## src/rtl/bip_control.sv

```systemverilog
// bip_control: program counter and FETCH/EXEC instruction decoder for the
// BIP accumulator datapath. One instruction completes every two enabled
// cycles. Decode strobes are combinational from the program-memory read data
// and are only active in EXEC while i_enable is high.
//
// Optional feature macro: BIP_CONTROL_INSTR_COUNT_EN
//   When defined, adds o_instr_count, a saturating 32-bit count of executed
//   instructions (including NOP and HLT).
module bip_control #(
  parameter int N_BUS  = 16,
  parameter int N_ADDR = 11
) (
  input  logic              i_clk,
  input  logic              i_rst_n,
  input  logic              i_start,
  input  logic              i_enable,
  input  logic [N_BUS-1:0]  i_instruction,
  output logic [N_ADDR-1:0] o_pc_addr,
  output logic [N_ADDR-1:0] o_operand,
  output logic [1:0]        o_selA,
  output logic              o_selB,
  output logic              o_op,
  output logic              o_wrAcc,
  output logic              o_wrRam,
  output logic              o_rdRam,
  output logic              o_halt
`ifdef BIP_CONTROL_INSTR_COUNT_EN
  ,
  output logic [31:0]       o_instr_count
`endif
);

  localparam int N_OP = N_BUS - N_ADDR;

  localparam logic [N_OP-1:0] OP_HLT  = N_OP'(0);
  localparam logic [N_OP-1:0] OP_STO  = N_OP'(1);
  localparam logic [N_OP-1:0] OP_LD   = N_OP'(2);
  localparam logic [N_OP-1:0] OP_LDI  = N_OP'(3);
  localparam logic [N_OP-1:0] OP_ADD  = N_OP'(4);
  localparam logic [N_OP-1:0] OP_ADDI = N_OP'(5);
  localparam logic [N_OP-1:0] OP_SUB  = N_OP'(6);
  localparam logic [N_OP-1:0] OP_SUBI = N_OP'(7);

  typedef enum logic [1:0] {
    S_IDLE  = 2'd0,
    S_FETCH = 2'd1,
    S_EXEC  = 2'd2,
    S_HALT  = 2'd3
  } state_t;

  // Strobe bundle packing: {selA[1:0], selB, op, wrAcc, wrRam, rdRam}
  function automatic logic [6:0] decode(input logic [N_OP-1:0] opcode);
    logic [6:0] stb;
    case (opcode)
      OP_HLT:  stb = 7'b00_0_0_0_0_0;
      OP_STO:  stb = 7'b00_0_0_0_1_0;
      OP_LD:   stb = 7'b00_0_0_1_0_1;
      OP_LDI:  stb = 7'b01_0_0_1_0_0;
      OP_ADD:  stb = 7'b10_0_0_1_0_1;
      OP_ADDI: stb = 7'b10_1_0_1_0_0;
      OP_SUB:  stb = 7'b10_0_1_1_0_1;
      OP_SUBI: stb = 7'b10_1_1_1_0_0;
      default: stb = 7'b00_0_0_0_0_0;
    endcase
    return stb;
  endfunction

  state_t            state_r;
  state_t            state_next_s;
  logic [N_ADDR-1:0] pc_r;
  logic [N_ADDR-1:0] pc_next_s;
  logic [6:0]        strobes_s;
  logic              exec_active_s;
  logic [N_OP-1:0]   opcode_s;

  assign opcode_s      = i_instruction[N_BUS-1:N_ADDR];
  assign exec_active_s = (state_r == S_EXEC) && i_enable;

  // State and program-counter registers; asynchronous reset to IDLE / PC 0.
  always_ff @(posedge i_clk or negedge i_rst_n) begin
    if (!i_rst_n) begin
      state_r <= S_IDLE;
      pc_r    <= {N_ADDR{1'b0}};
    end else begin
      state_r <= state_next_s;
      pc_r    <= pc_next_s;
    end
  end

  // Next-state, PC advance and enable-gated decode strobes.
  always_comb begin
    state_next_s = state_r;
    pc_next_s    = pc_r;
    strobes_s    = 7'b0;
    case (state_r)
      S_IDLE: begin
        if (i_enable && i_start) begin
          state_next_s = S_FETCH;
        end else begin
          state_next_s = S_IDLE;
        end
      end
      S_FETCH: begin
        if (i_enable) begin
          state_next_s = S_EXEC;
        end else begin
          state_next_s = S_FETCH;
        end
      end
      S_EXEC: begin
        if (i_enable) begin
          strobes_s = decode(opcode_s);
          if (opcode_s == OP_HLT) begin
            state_next_s = S_HALT;
          end else begin
            state_next_s = S_FETCH;
            // Natural N_ADDR-bit wrap gives 2^N_ADDR-1 -> 0.
            pc_next_s    = pc_r + {{(N_ADDR-1){1'b0}}, 1'b1};
          end
        end else begin
          state_next_s = S_EXEC;
        end
      end
      S_HALT: begin
        state_next_s = S_HALT;
      end
      default: begin
        state_next_s = S_IDLE;
      end
    endcase
  end

  assign o_pc_addr = pc_r;
  assign o_operand = (state_r == S_EXEC) ? i_instruction[N_ADDR-1:0] : {N_ADDR{1'b0}};
  assign o_selA    = strobes_s[6:5];
  assign o_selB    = strobes_s[4];
  assign o_op      = strobes_s[3];
  assign o_wrAcc   = strobes_s[2];
  assign o_wrRam   = strobes_s[1];
  assign o_rdRam   = strobes_s[0];
  assign o_halt    = (state_r == S_HALT);

`ifdef BIP_CONTROL_INSTR_COUNT_EN
  logic [31:0] instr_count_r;

  // Saturating count of executed instructions; HALT never reaches EXEC so it holds.
  always_ff @(posedge i_clk or negedge i_rst_n) begin
    if (!i_rst_n) begin
      instr_count_r <= 32'd0;
    end else if (exec_active_s && (instr_count_r != 32'hFFFF_FFFF)) begin
      instr_count_r <= instr_count_r + 32'd1;
    end else begin
      instr_count_r <= instr_count_r;
    end
  end

  assign o_instr_count = instr_count_r;
`endif

endmodule

```

## config.mk

```make
export PLATFORM = sky130hd
export DESIGN_NAME = bip_control
export DESIGN_NICKNAME = d
export VERILOG_FILES = /design/src/rtl/bip_control.sv
export SDC_FILE = /design/constraint.sdc
export NUM_CORES = 1
export LEC_CHECK = 0
export CORE_MARGIN = 5
export CORE_UTILIZATION = 45
export CTS_CLUSTER_DIAMETER = 50
export DETAILED_ROUTE_END_ITERATION = 7
export DONT_BUFFER_PORTS = 1
export MAX_ROUTING_LAYER = met4
export PLACE_DENSITY = 0.68
export RECOVER_POWER = 50
export SYNTH_ARGS = -nofsm -noshare
export SYNTH_HDL_FRONTEND = slang
export SYNTH_SLANG_ARGS = --single-unit
```

## constraint.sdc

```tcl
create_clock -name i_clk -period 2.1 [get_ports i_clk]
set_clock_uncertainty 0.1 [all_clocks]
set_input_delay 0.21 -clock i_clk [delete_from_list [all_inputs] [get_ports i_clk]]
set_output_delay 0.21 -clock i_clk [all_outputs]
set_load 0.02 [all_outputs]
```

==> flow_summary.toml <==
[yosys]
yosys_warnings = 0
synth_xor_area_share_pct = 11.4
netlist_instances = 75
synth_top_family_by_area = "simple AND/OR/NAND/NOR gates"
ys_async_sr_fraction_pct = 100
synth_cell_types = 25
synth.top_cells.by_count = "and2_1 (14), dfrtp_1 (13), xnor2_1 (9)"
yosysTopAreaCell = "dfrtp_1"
synth-seq-cells = 13
synth_most_common_cell = "and2_1"
synth-compound-area-share_pct = 6.68
synth_ff_type = "dfrtp_1"
synth_fa_ha_area_share_pct = 1.63
synth_edf_count = 0
avgSynthCellArea_um2 = 10.2
ys_seq_area_share_pct = 42.3
post-synth-top-area-fraction_pct = 42.3
synth.mux.area_fraction_pct = 1.47
ys_top_cells_by_area = "dfrtp_1 (42%), and2_1 (11%), xnor2_1 (10%)"
yosys.area_share.simple_pct = 33.6
synth_area_um2 = 768
synth.net_count = 96

[timing]
final.min_clock_period_ns = 1.88
hold_viol_final = 0
layout_worst_path_cycle_share_pct = 89.7
maxSlewHeadroom_pct = 62.3
slew_violations = 0
setup_ws_ns = 0.216
setup_viol = 0
worst_pin_slew_ns = 0.564
clock.fmax_mhz = 531
tns_ns = 0
rsz0062_at_grt = "false"

[route]
ant_nets = 0
wl_per_cell_um = 15.3
dr_total_vias = 570
drtPass1Iterations = 2
first_iter_violations = 3
wl_um = 1530
drc_errors = 0
vias_per_cell = 5.70

[critical_path]
path_depth = 5
cp.buffers_inverters = 1
path_delay_family = "simple AND/OR/NAND/NOR gates"
worstPathArrival_ns = 1.57
cpMaxStageDelayCell = "dfrtp_1"
worstPathRequired_ns = 1.79
worstSetupStartpointType = "flip-flop"
crit_fanout = 6
critical_path.max_stage_delay_ns = 0.43
path_cells = "and2b_1 -> and3_1 -> nand2_1 -> nor3b_1 -> buf_4"
rr_worst_depth = 5
crit_type = "reg -> out"
end_kind = "primary output"

[floorplanning]
die_h_um = 51.3
initial_utilization_pct = 46.0
die-area_mm2 = 0.00263
row_count = 15
die_w_um = 51.3
coreArea_mm2 = 0.00167
io_pins = 50

[power_and_ir_drop]
p_per_area_mw_per_mm2 = 819
leakage_nw = 0.392
ir_drop_mv = 0.465

[cts]
cts_setup_buffers = 0
cts.repair.resized = 0
cts_inserted_buffers = 3
cts_sinks = 13
cts_tree = "yes"
path_clk_slew_ns = 0.08
h-tree-depth = 1
clk_latency_ns = 0.27
root_buffer = "clkbuf_4"
clock_path_buffers = 2

[grt]
grt_pass1_wl_um = 2540
grt-ovfl-total = 0
grt_pass1_vias = 556
antenna_found_initial = 0
grt_usage_pct = 13.2
grt_max_degree = 14

[worst_hold_path]
holdCritPathClass = "in -> reg"
whs_path_depth = 2

[cells_and_area]
layout-drive-gt1-share_pct = 15.7
syn_to_final_growth_pct = 11.2
design_area_um2 = 855
nets = 105
num_antenna_cells = 0

[placed_design]
place_area_um2 = 808
dp_slack_ns = 0.509
hpwl_um = 1250
io_buffers = 0
place.gp.congestion = 0.701

[status]
outcome = "finished clean"

[flow_run]
drv_cap = 0
-- layout by cell type (no fill, tap or decap), types with 2 or more instances in the layout --
| master | count |
|---|---|
| a211oi_2 | 2 |
| a21oi_1 | 2 |
| and2_1 | 13 |
| and3_1 | 4 |
| buf_4 | 4 |
| clkbuf_4 | 3 |
| dfrtp_1 | 13 |
| dlygate4sd3_1 | 2 |
| inv_1 | 3 |
| nand2_1 | 7 |
| nand3_1 | 3 |
| nand4_1 | 2 |
| nor2_1 | 2 |
| xnor2_1 | 9 |
-- per-stage QoR --
step | hold slack [ns] | power (mW) | std cells | utilization, %
4_1_cts | 0.0214 | 0.716 | 100 | 51.2
2_1_floorplan | -0.186 | 0.524 | 75 | -
3_3_place_gp | -0.185 | 0.550 | 94 | 48.4
3_5_place_dp | -0.185 | 0.554 | 94 | 48.4
5_1_grt | 0.0364 | 0.762 | 100 | 51.2
6_report | 0.0352 | 0.700 | 100 | 51.2
-- layer usage --
layer	up-vias	share of wire (%)	global-route usage [%]	wire length, µm
met5	-	0	-	0
met2	29	48	20.0	736
met4	0	0.92	6.55	14
li1	270	-	-	-
met3	2	9.9	3.79	151
met1	269	41	16.2	626
-- timing repair --
action,in CTS,in global routing
hold buffers,2,0
endpoints found under the setup margin,0,0
hold endpoints to repair,17,0
-- power breakdown --
group	internal [mW]	switching, mW	total, mW	leakage (nW)
Clock	0.0734	0.0733	0.147	0.0150
Combinational	0.0700	0.0874	0.157	0.207
Sequential	0.291	0.105	0.396	0.170
Total	0.434	0.265	0.700	0.392
-- registers in the layout (all words and copies together) (netlist names), named ones only --
name / flops
o_pc_addr: 11
state_r: 1
-- layout make-up --
cell class                      instances  area (µm²)
Fill cell                             162         816
Multi-Input combinational cell         57         420
Sequential cell                        13         325
Timing Repair Buffer                    6        50.0
Clock buffer                            4        26.3
Tap cell                               17        21.3
Inverter                                3        11.3
-- final timing paths --
kind	slack [ns]	from	endpoint
max	0.22	flip-flop	o_selA[0]
min	0.04	i_enable	state_r[1]
max reg2reg	0.51	o_pc_addr[0]	o_pc_addr[8]
min reg2reg	0.51	flip-flop	flip-flop
max in group asynchronous	1.26	i_rst_n	o_pc_addr[4]
min in group asynchronous	0.27	i_rst_n	o_pc_addr[2]
-- worst register-to-register path, cell delays in order (launching register included) --
cell and delay, ns:
dfrtp_1 0.52, ha_1 0.23, inv_1 0.05, a211oi_2 0.27, nand4_1 0.15, xnor2_1 0.15
-- cell families (layout without fill, tap and decap cells) --
family                   count (synthesis)  after routing
AO/OA/AOI/OAI                            6              6
AND/OR/NAND/NOR                         39             39
flip-flops                              13             13
XOR/XNOR                                10             10
adder cells (fa/ha/maj)                  1              1
buffers and inverters                    5             13
multiplexers                             1              1
Note: power is estimated with default switching activity, not from simulation.
